## src/rtl/i2c_controller.sv

```systemverilog
// i2c_controller: single-master I2C engine issuing one sub-addressed register
// write or read per command on open-drain SCL/SDA.
// Optional build macro I2C_CTRL_CLK_STRETCH_EN: while SCL is released but still
// sensed low (target stretching), the quarter-period counter holds, with no timeout.
module i2c_controller #(
  parameter int CLK_DIV = 16
) (
  input  logic       clk,
  input  logic       rst_n,
  input  logic       start,
  input  logic       wr_rdn,
  input  logic [6:0] dev_addr,
  input  logic [7:0] sub_addr,
  input  logic [7:0] wdata,
  output logic [7:0] rdata,
  output logic       busy,
  output logic       done,
  output logic       ack_err,
  input  logic       scl_i,
  output logic       scl_o,
  output logic       scl_oe,
  input  logic       sda_i,
  output logic       sda_o,
  output logic       sda_oe
);

  localparam int CW = (CLK_DIV > 2) ? $clog2(CLK_DIV) : 1;
  localparam logic [CW-1:0] CNT_MAX = CW'(CLK_DIV - 1);

  typedef enum logic [3:0] {
    ST_IDLE, ST_START, ST_TX_BYTE, ST_RX_ACK, ST_RESTART,
    ST_RX_BYTE, ST_TX_NACK, ST_STOP, ST_DONE
  } state_t;

  state_t          state_r;
  logic [CW-1:0]   cnt_r;
  logic [1:0]      q_r;       // quarter within the current bit slot
  logic [2:0]      bit_r;     // bit index within the current byte
  logic [1:0]      byte_r;    // 0 addr+W, 1 sub_addr, 2 wdata, 3 addr+R
  logic [7:0]      shift_r;   // outgoing byte, MSB first
  logic [7:0]      rx_r;      // incoming byte, MSB first
  logic            wr_r;
  logic [6:0]      addr_r;
  logic [7:0]      sub_r;
  logic [7:0]      wd_r;
  logic            nack_r;
  logic            scl_oe_r;
  logic            sda_oe_r;
  logic [7:0]      rdata_r;
  logic            busy_r;
  logic            done_r;
  logic            ack_err_r;
  logic            hold_s;
  logic            tick_s;

`ifdef I2C_CTRL_CLK_STRETCH_EN
  // Hold the quarter counter while a released SCL is still held low by the target
  always_comb begin
    if (busy_r && !scl_oe_r && !scl_i) hold_s = 1'b1;
    else hold_s = 1'b0;
  end
`else
  logic unused_s;
  // Timing is purely counter-based; SCL sense is not needed
  assign hold_s   = 1'b0;
  assign unused_s = scl_i;
`endif

  // Quarter-period tick: one pulse every CLK_DIV busy cycles
  always_comb begin
    if (busy_r && !hold_s && (cnt_r == CNT_MAX)) tick_s = 1'b1;
    else tick_s = 1'b0;
  end

  // Quarter-period counter, runs only while a command is in flight
  always_ff @(posedge clk or negedge rst_n) begin
    if (!rst_n) begin
      cnt_r <= '0;
    end else if (!busy_r) begin
      cnt_r <= '0;
    end else if (hold_s) begin
      cnt_r <= cnt_r;
    end else if (cnt_r == CNT_MAX) begin
      cnt_r <= '0;
    end else begin
      cnt_r <= cnt_r + CW'(1);
    end
  end

  // Command sequencer: walks START, bytes, ACKs, RESTART and STOP one quarter per tick
  always_ff @(posedge clk or negedge rst_n) begin
    if (!rst_n) begin
      state_r   <= ST_IDLE;
      q_r       <= 2'd0;
      bit_r     <= 3'd0;
      byte_r    <= 2'd0;
      shift_r   <= 8'h00;
      rx_r      <= 8'h00;
      wr_r      <= 1'b0;
      addr_r    <= 7'h00;
      sub_r     <= 8'h00;
      wd_r      <= 8'h00;
      nack_r    <= 1'b0;
      scl_oe_r  <= 1'b0;
      sda_oe_r  <= 1'b0;
      rdata_r   <= 8'h00;
      busy_r    <= 1'b0;
      done_r    <= 1'b0;
      ack_err_r <= 1'b0;
    end else begin
      done_r <= 1'b0;
      case (state_r)
        ST_IDLE: begin
          if (start) begin
            wr_r      <= wr_rdn;
            addr_r    <= dev_addr;
            sub_r     <= sub_addr;
            wd_r      <= wdata;
            ack_err_r <= 1'b0;
            busy_r    <= 1'b1;
            q_r       <= 2'd0;
            state_r   <= ST_START;
          end
        end
        // Completion cycle: a start strobe seen here is deliberately dropped
        ST_DONE: state_r <= ST_IDLE;
        default: begin
          if (tick_s) begin
            q_r <= q_r + 2'd1;
            case (state_r)
              ST_START: begin
                case (q_r)
                  2'd0: begin scl_oe_r <= 1'b0; sda_oe_r <= 1'b0; end
                  2'd1: sda_oe_r <= 1'b0;
                  2'd2: sda_oe_r <= 1'b1;
                  default: begin
                    scl_oe_r <= 1'b1;
                    shift_r  <= {addr_r, 1'b0};
                    bit_r    <= 3'd0;
                    byte_r   <= 2'd0;
                    state_r  <= ST_TX_BYTE;
                  end
                endcase
              end
              ST_TX_BYTE: begin
                case (q_r)
                  2'd0: sda_oe_r <= ~shift_r[7];
                  2'd1: scl_oe_r <= 1'b0;
                  2'd2: scl_oe_r <= 1'b0;
                  default: begin
                    scl_oe_r <= 1'b1;
                    shift_r  <= {shift_r[6:0], 1'b0};
                    bit_r    <= bit_r + 3'd1;
                    if (bit_r == 3'd7) state_r <= ST_RX_ACK;
                    else state_r <= ST_TX_BYTE;
                  end
                endcase
              end
              ST_RX_ACK: begin
                case (q_r)
                  2'd0: sda_oe_r <= 1'b0;
                  2'd1: scl_oe_r <= 1'b0;
                  2'd2: nack_r   <= sda_i;
                  default: begin
                    scl_oe_r <= 1'b1;
                    bit_r    <= 3'd0;
                    if (nack_r) begin
                      ack_err_r <= 1'b1;
                      state_r   <= ST_STOP;
                    end else begin
                      case (byte_r)
                        2'd0: begin
                          shift_r <= sub_r;
                          byte_r  <= 2'd1;
                          state_r <= ST_TX_BYTE;
                        end
                        2'd1: begin
                          if (wr_r) begin
                            shift_r <= wd_r;
                            byte_r  <= 2'd2;
                            state_r <= ST_TX_BYTE;
                          end else begin
                            state_r <= ST_RESTART;
                          end
                        end
                        2'd2: state_r <= ST_STOP;
                        default: state_r <= ST_RX_BYTE;
                      endcase
                    end
                  end
                endcase
              end
              ST_RESTART: begin
                case (q_r)
                  2'd0: sda_oe_r <= 1'b0;
                  2'd1: scl_oe_r <= 1'b0;
                  2'd2: sda_oe_r <= 1'b1;
                  default: begin
                    scl_oe_r <= 1'b1;
                    shift_r  <= {addr_r, 1'b1};
                    byte_r   <= 2'd3;
                    bit_r    <= 3'd0;
                    state_r  <= ST_TX_BYTE;
                  end
                endcase
              end
              ST_RX_BYTE: begin
                case (q_r)
                  2'd0: sda_oe_r <= 1'b0;
                  2'd1: scl_oe_r <= 1'b0;
                  2'd2: rx_r     <= {rx_r[6:0], sda_i};
                  default: begin
                    scl_oe_r <= 1'b1;
                    bit_r    <= bit_r + 3'd1;
                    if (bit_r == 3'd7) state_r <= ST_TX_NACK;
                    else state_r <= ST_RX_BYTE;
                  end
                endcase
              end
              ST_TX_NACK: begin
                case (q_r)
                  2'd0: sda_oe_r <= 1'b0;
                  2'd1: scl_oe_r <= 1'b0;
                  2'd2: sda_oe_r <= 1'b0;
                  default: begin
                    scl_oe_r <= 1'b1;
                    rdata_r  <= rx_r;
                    state_r  <= ST_STOP;
                  end
                endcase
              end
              ST_STOP: begin
                case (q_r)
                  2'd0: sda_oe_r <= 1'b1;
                  2'd1: scl_oe_r <= 1'b0;
                  2'd2: sda_oe_r <= 1'b0;
                  default: begin
                    done_r  <= 1'b1;
                    busy_r  <= 1'b0;
                    state_r <= ST_DONE;
                  end
                endcase
              end
              default: state_r <= ST_IDLE;
            endcase
          end
        end
      endcase
    end
  end

  assign rdata   = rdata_r;
  assign busy    = busy_r;
  assign done    = done_r;
  assign ack_err = ack_err_r;
  assign scl_oe  = scl_oe_r;
  assign sda_oe  = sda_oe_r;
  assign scl_o   = 1'b0;
  assign sda_o   = 1'b0;

endmodule

```

## config.mk

```make
export PLATFORM = sky130hd
export DESIGN_NAME = i2c_controller
export DESIGN_NICKNAME = d
export VERILOG_FILES = /design/src/rtl/i2c_controller.sv
export SDC_FILE = /design/constraint.sdc
export NUM_CORES = 1
export LEC_CHECK = 0
export CAP_MARGIN = 20
export CELL_PAD_IN_SITES_DETAIL_PLACEMENT = 1
export CELL_PAD_IN_SITES_GLOBAL_PLACEMENT = 2
export CORE_ASPECT_RATIO = 1.4
export CORE_UTILIZATION = 38
export DETAILED_ROUTE_END_ITERATION = 12
export HOLD_SLACK_MARGIN = 0.15
export PLACE_DENSITY_LB_ADDON = 0.3
export REMOVE_ABC_BUFFERS = 1
export SKIP_LAST_GASP = 1
export SLEW_MARGIN = 40
export SYNTH_ARGS = -nofsm -noshare
export SYNTH_HDL_FRONTEND = slang
export SYNTH_SLANG_ARGS = --single-unit
```

## constraint.sdc

```tcl
create_clock -name clk -period 3.4 [get_ports clk]
set_input_delay 0.34 -clock clk [delete_from_list [all_inputs] [get_ports clk]]
set_output_delay 0.34 -clock clk [all_outputs]
set_load 0.01 [all_outputs]
```

After elaboration in Yosys (flattened, before gate mapping)
Cells that the tools add are included.

Bits in registers: 69. Input bits: 29. Output and inout port bits: 15. Logic and storage cells: 169.

Add/subtract/negate cells: 3. Equal/unequal tests: 41. Muxes and demuxes: 66. Bitwise gates (word level): 4. Reductions and logical operators: 37.

Operators by type and width (count): $mux W8 (6); $mux W4 (10); $pmux W8 S4 (1); $ne A2 B2 Y1 const B (14); $pmux W4 S6 (1); $mux W1 (19); $reduce_and A9 Y1 (2); $eq A4 B3 Y1 const B (4); $mux W2 (8); $ne A4 B4 Y1 const B (4); $pmux W1 S2 (8); $pmux W8 S2 (1); $reduce_or A2 Y1 (7); $mux W3 (4); $ne A3 B3 Y1 const B (4); $reduce_and A4 Y1 (3); $reduce_and A10 Y1 (1); $reduce_and A5 Y1 (2); $reduce_bool A2 Y1 (5); $pmux W3 S3 (1); $eq A4 B2 Y1 const B (2); $eq A4 B4 Y1 const B (2); $ne A4 B2 Y1 const B (2); $pmux W2 S2 (2); other kinds (28) (38).

Longest topological paths before layout
Depth after elaboration: 7. Gate-level depth with buffers: 8.

Least setup slack after synthesis
No wires, ideal clock.

Path kind: register to register. Start: register q_r[0]. End: register byte_r[1]. Setup time: 0.125 ns. Data arrival time: 1.794 ns. Required time: 3.275 ns. Slack: 1.481 ns. Cell stages (with the launch flop): 7. Path buffers: 1. Period minus slack after synthesis: 1.919 ns. Cells stage by stage: dfrtp_1 ha_1 nand3b_1 or2_0 buf_2 a221oi_1 mux2_2.

Longest elaborated chain between the ends: 4. Elaborated cells on any way between the ends: 8.

Ends and longest elaborated chain: start, declared (RTL line 37) `logic [1:0] q_r;`; start signal, assigned (RTL line 129) `q_r <= q_r + 2'd1;`; $eq A2 B2 Y1, or another cell as far along (RTL line 132, 160, 194); $reduce_or A3 Y1 (no line) (*); $ne A2 B2 Y1 (no line); $reduce_and A9 Y1 (no line) (*); end signal, assigned (RTL line 140) `byte_r <= 2'd0;`; end signal, assigned (RTL line 174) `byte_r <= 2'd1;`; end signal, assigned (RTL line 201) `byte_r <= 2'd3;`; end, declared (RTL line 39) `logic [1:0] byte_r;`.

Mark *: on every way between the ends. The rest lies on a longest branch, timed or not. A chain may end at the register's enable or synchronous reset.

Worst setup path in the final report
Start: register q_r[0]. End: register shift_r[0].

Longest elaborated chain between the ends: 4. Elaborated cells on any way between the ends: 9.

Ends and longest elaborated chain: $eq A2 B2 Y1, or another cell as far along; $reduce_or A3 Y1 (no line) (*); $ne A2 B2 Y1 (no line); $reduce_and A10 Y1 (no line) (*); end signal, assigned (RTL line 138) `shift_r <= {addr_r, 1'b0};`; end signal, assigned (RTL line 152) `shift_r <= {shift_r[6:0], 1'b0};`; end signal, assigned (RTL line 200) `shift_r <= {addr_r, 1'b1};`; end, declared (RTL line 40) `logic [7:0] shift_r;`.

Marks and branches as above.

==> out/metrics.yaml <==
grt_usage_pct: 18.78
cts_buffers: 9
path_clk_slew_ns: 0.06
diodes: 0
crit_path_start_kind: "flip-flop"
port_buffers: 40
insertion_delay_ns: 0.34
ys_warn_count: 0
antenna_found_initial: 0
finalSetupViolations: 0
finalCritPeriodShare_pct: 68.78
arrival_ns: 2.56
drt_iter0_drc: 147
hold_path_depth: 2
fillers: 1010
grt_start_max_net_pins: 38
ys.flop_type: "dfrtp_1"
skew_ns: 0.005557
core_area_um2: 9080
reg2reg_depth: 5
ant_nets: 0
placementRows: 41
ios: 44
finalPower_w: 0.001708
grt_first_pass_wirelength_mm: 14.23
wl_per_cell_um: 16.25
syn_avg_cell_area_um2: 9.940
vias: 2705
synth_cell_types: 60
syn_to_final_growth_pct: 20.09
worstMarginPinSlew_ns: 0.6172
synthMuxAreaShare_pct: 11.99
violations: "design-rule violations"
grt.overflow.total: 0
peakVddDrop_mv: 0.2500
place_area_um2: 4015
hold_start: "sub_r[5]$_DFFE_PN0P_"
rsz0062_at_grt: "false"
async_flop_share_pct: 100.0
floorplan.initialDensity_pct: 39.30
dieArea_um2: 9788
final_cell_mix: "nand2_1 (96), dfrtp_1 (67), clkdlybuf4s50_1 (39)"
max_clock_freq_ghz: 0.4276
hold_viol_final: 0
synth_compound_area_share_pct: 11.19
drive_above_1_share_pct: 13.64
gp_congestion: 0.7843
end_kind: "flip-flop"
cts_buffer_depth: 2
drt_wl_total_mm: 8.176
synthSimpleGateAreaFrac_pct: 20.51
final_max_slew_viol_count: 0
synth-edff-count: 0
cts-root-buf: "clkbuf_16"
whs_endpoint: "sub_r[5]$_DFFE_PN0P_"
required_ns: 3.62
post_cts_resized: 0
synth_top_family_by_area: "simple AND/OR/NAND/NOR gates"
hp-class: "reg -> reg"
synth_area_um2: 3568
criticalPathCategory: "reg -> reg"
grt_pass1_vias: 2828
rr_startpoint: "q_r[0]$_DFFE_PN0P_"
ys_ff_latch: 69
drcViolationCount: 5
r2r_end: "shift_r[0]$_DFFE_PN0P_"
cellPowerDensity_nw_per_um2: 398.5
place_hpwl_mm: 5.565
relSlewSlack_pct: 58.70
period_needed_ns: 2.339
crit_fanout: 8
synthCells: 359
final_common_cell: "nand2_1"
die_y_um: 116.7
dieWidth_um: 83.90
tritoncts: "built"
finish.instance_area_um2: 4285
max-cap-violations: 0
first_pass_iters: 8
yosys.area_share.adder_pct: 2.805
status: "finished with violations"
cp-startpoint: "q_r[0]$_DFFE_PN0P_"
tns_ns: 0
final_nets: 430
ctsHtreeMaxLevel: 3
synth-xor-area-share_pct: 0.2454
p_leak_nw: 2.097
clock_sinks: 69
viasPerCell: 5.378
seq_area_frac_synth_pct: 48.39
regToRegSetupSlack_ns: 1.06
## worst max-delay path: stages (launching register included)
cell and delay, ns:
dfrtp_1 0.44, ha_1 0.36, nand3b_1 0.19, or2_0 0.37
a211o_1 0.49, mux2_4 0.37
## flip-flops by register name, summed over array words and instances (netlist names), 3 cells and up
name	count
cnt_r	4
rdata	8
state_r	4
sub_r	8
bit_r	3
shift_r	8
addr_r	7
rx_r	8
wd_r	8
## cells in the mapped netlist, drive strengths merged, types with 2 or more instances
library cell	number	area, µm²
a21oi	7	35.03
a221o	4	40.04
a22o	2	17.52
a41oi	2	17.52
and2	4	25.02
and4	2	17.52
buf	20	121.4
clkbuf	4	15.01
dfrtp	69	1727
ha	8	100.1
inv	8	30.03
mux2	30	367.9
mux2i	6	60.06
nand2	96	360.4
nand2b	7	43.79
nand3	7	40.04
nand4	3	18.77
nor2	15	56.30
nor2b	3	18.77
nor3	4	20.02
nor3b	3	22.52
nor4	2	12.51
nor4bb	2	20.02
o211ai	3	22.52
o21ai	11	55.05
o221ai	5	43.79
o31ai	3	22.52
or3	2	12.51
## worst max-delay path by stage
stage          slack, ns                endpoint  depth (start not counted)
2_1_floorplan       0.91  shift_r[0]$_DFFE_PN0P_                          3
3_3_place_gp        1.06  shift_r[6]$_DFFE_PN0P_                          3
3_5_place_dp        0.98    rdata[1]$_DFFE_PN0P_                          4
4_1_cts             0.99    rdata[7]$_DFFE_PN0P_                          4
5_1_grt             0.96  shift_r[5]$_DFFE_PN0P_                          5
6_report            1.06  shift_r[0]$_DFFE_PN0P_                          5
## per-stage QoR
stage	setup slack (ns)	hold slack, ns	utilization [%]	cells
after floorplan	0.9059	0.04441	-	336
after global placement	1.057	0.4578	44.22	488
after detailed placement	0.9765	0.4617	44.22	488
after CTS	0.9919	0.4764	47.14	503
after global routing	0.9615	0.4853	47.20	503
final	1.061	0.4699	47.20	503
## cell families (layout without fill, tap and decap cells)
group	Yosys count	in the layout
AO/OA/AOI/OAI	53	53
XOR/XNOR	1	1
adder cells (fa/ha/maj)	8	8
buffers and inverters	33	69
flip-flops	69	69
multiplexers	36	36
other	1	2
AND/OR/NAND/NOR	158	158
## report_power, final
group / internal [W] / total, W / switching, W
Combinational: 0.0000307 / 0.0000535 / 0.0000227
Sequential: 0.000822 / 0.000823 / 0.000000984
Clock: 0.000480 / 0.000831 / 0.000351
## layer usage
metal  GRT usage [%]  routed length, µm
met5               0                  0
met2           32.51               4126
met3           3.534                194
met4           8.621                172
met1           22.83               3683
## layout make-up
cell class,count,area [µm²],area share (%)
tap,107,133.9,3.124
clock buffer,9,225.2,5.255
timing repair buffer,46,457.9,10.69
clock inverter,5,30.03,0.7007
sequential,69,1729,40.35
inverter,9,33.78,0.7883
multi-input combinational,258,1675,39.09
## timing repair
action / in CTS / in global routing
endpoints found under the hold margin: 32 / 0
hold buffers: 1 / 0
setup buffers: 0 / 0
Power figures use the tool's default switching activity.
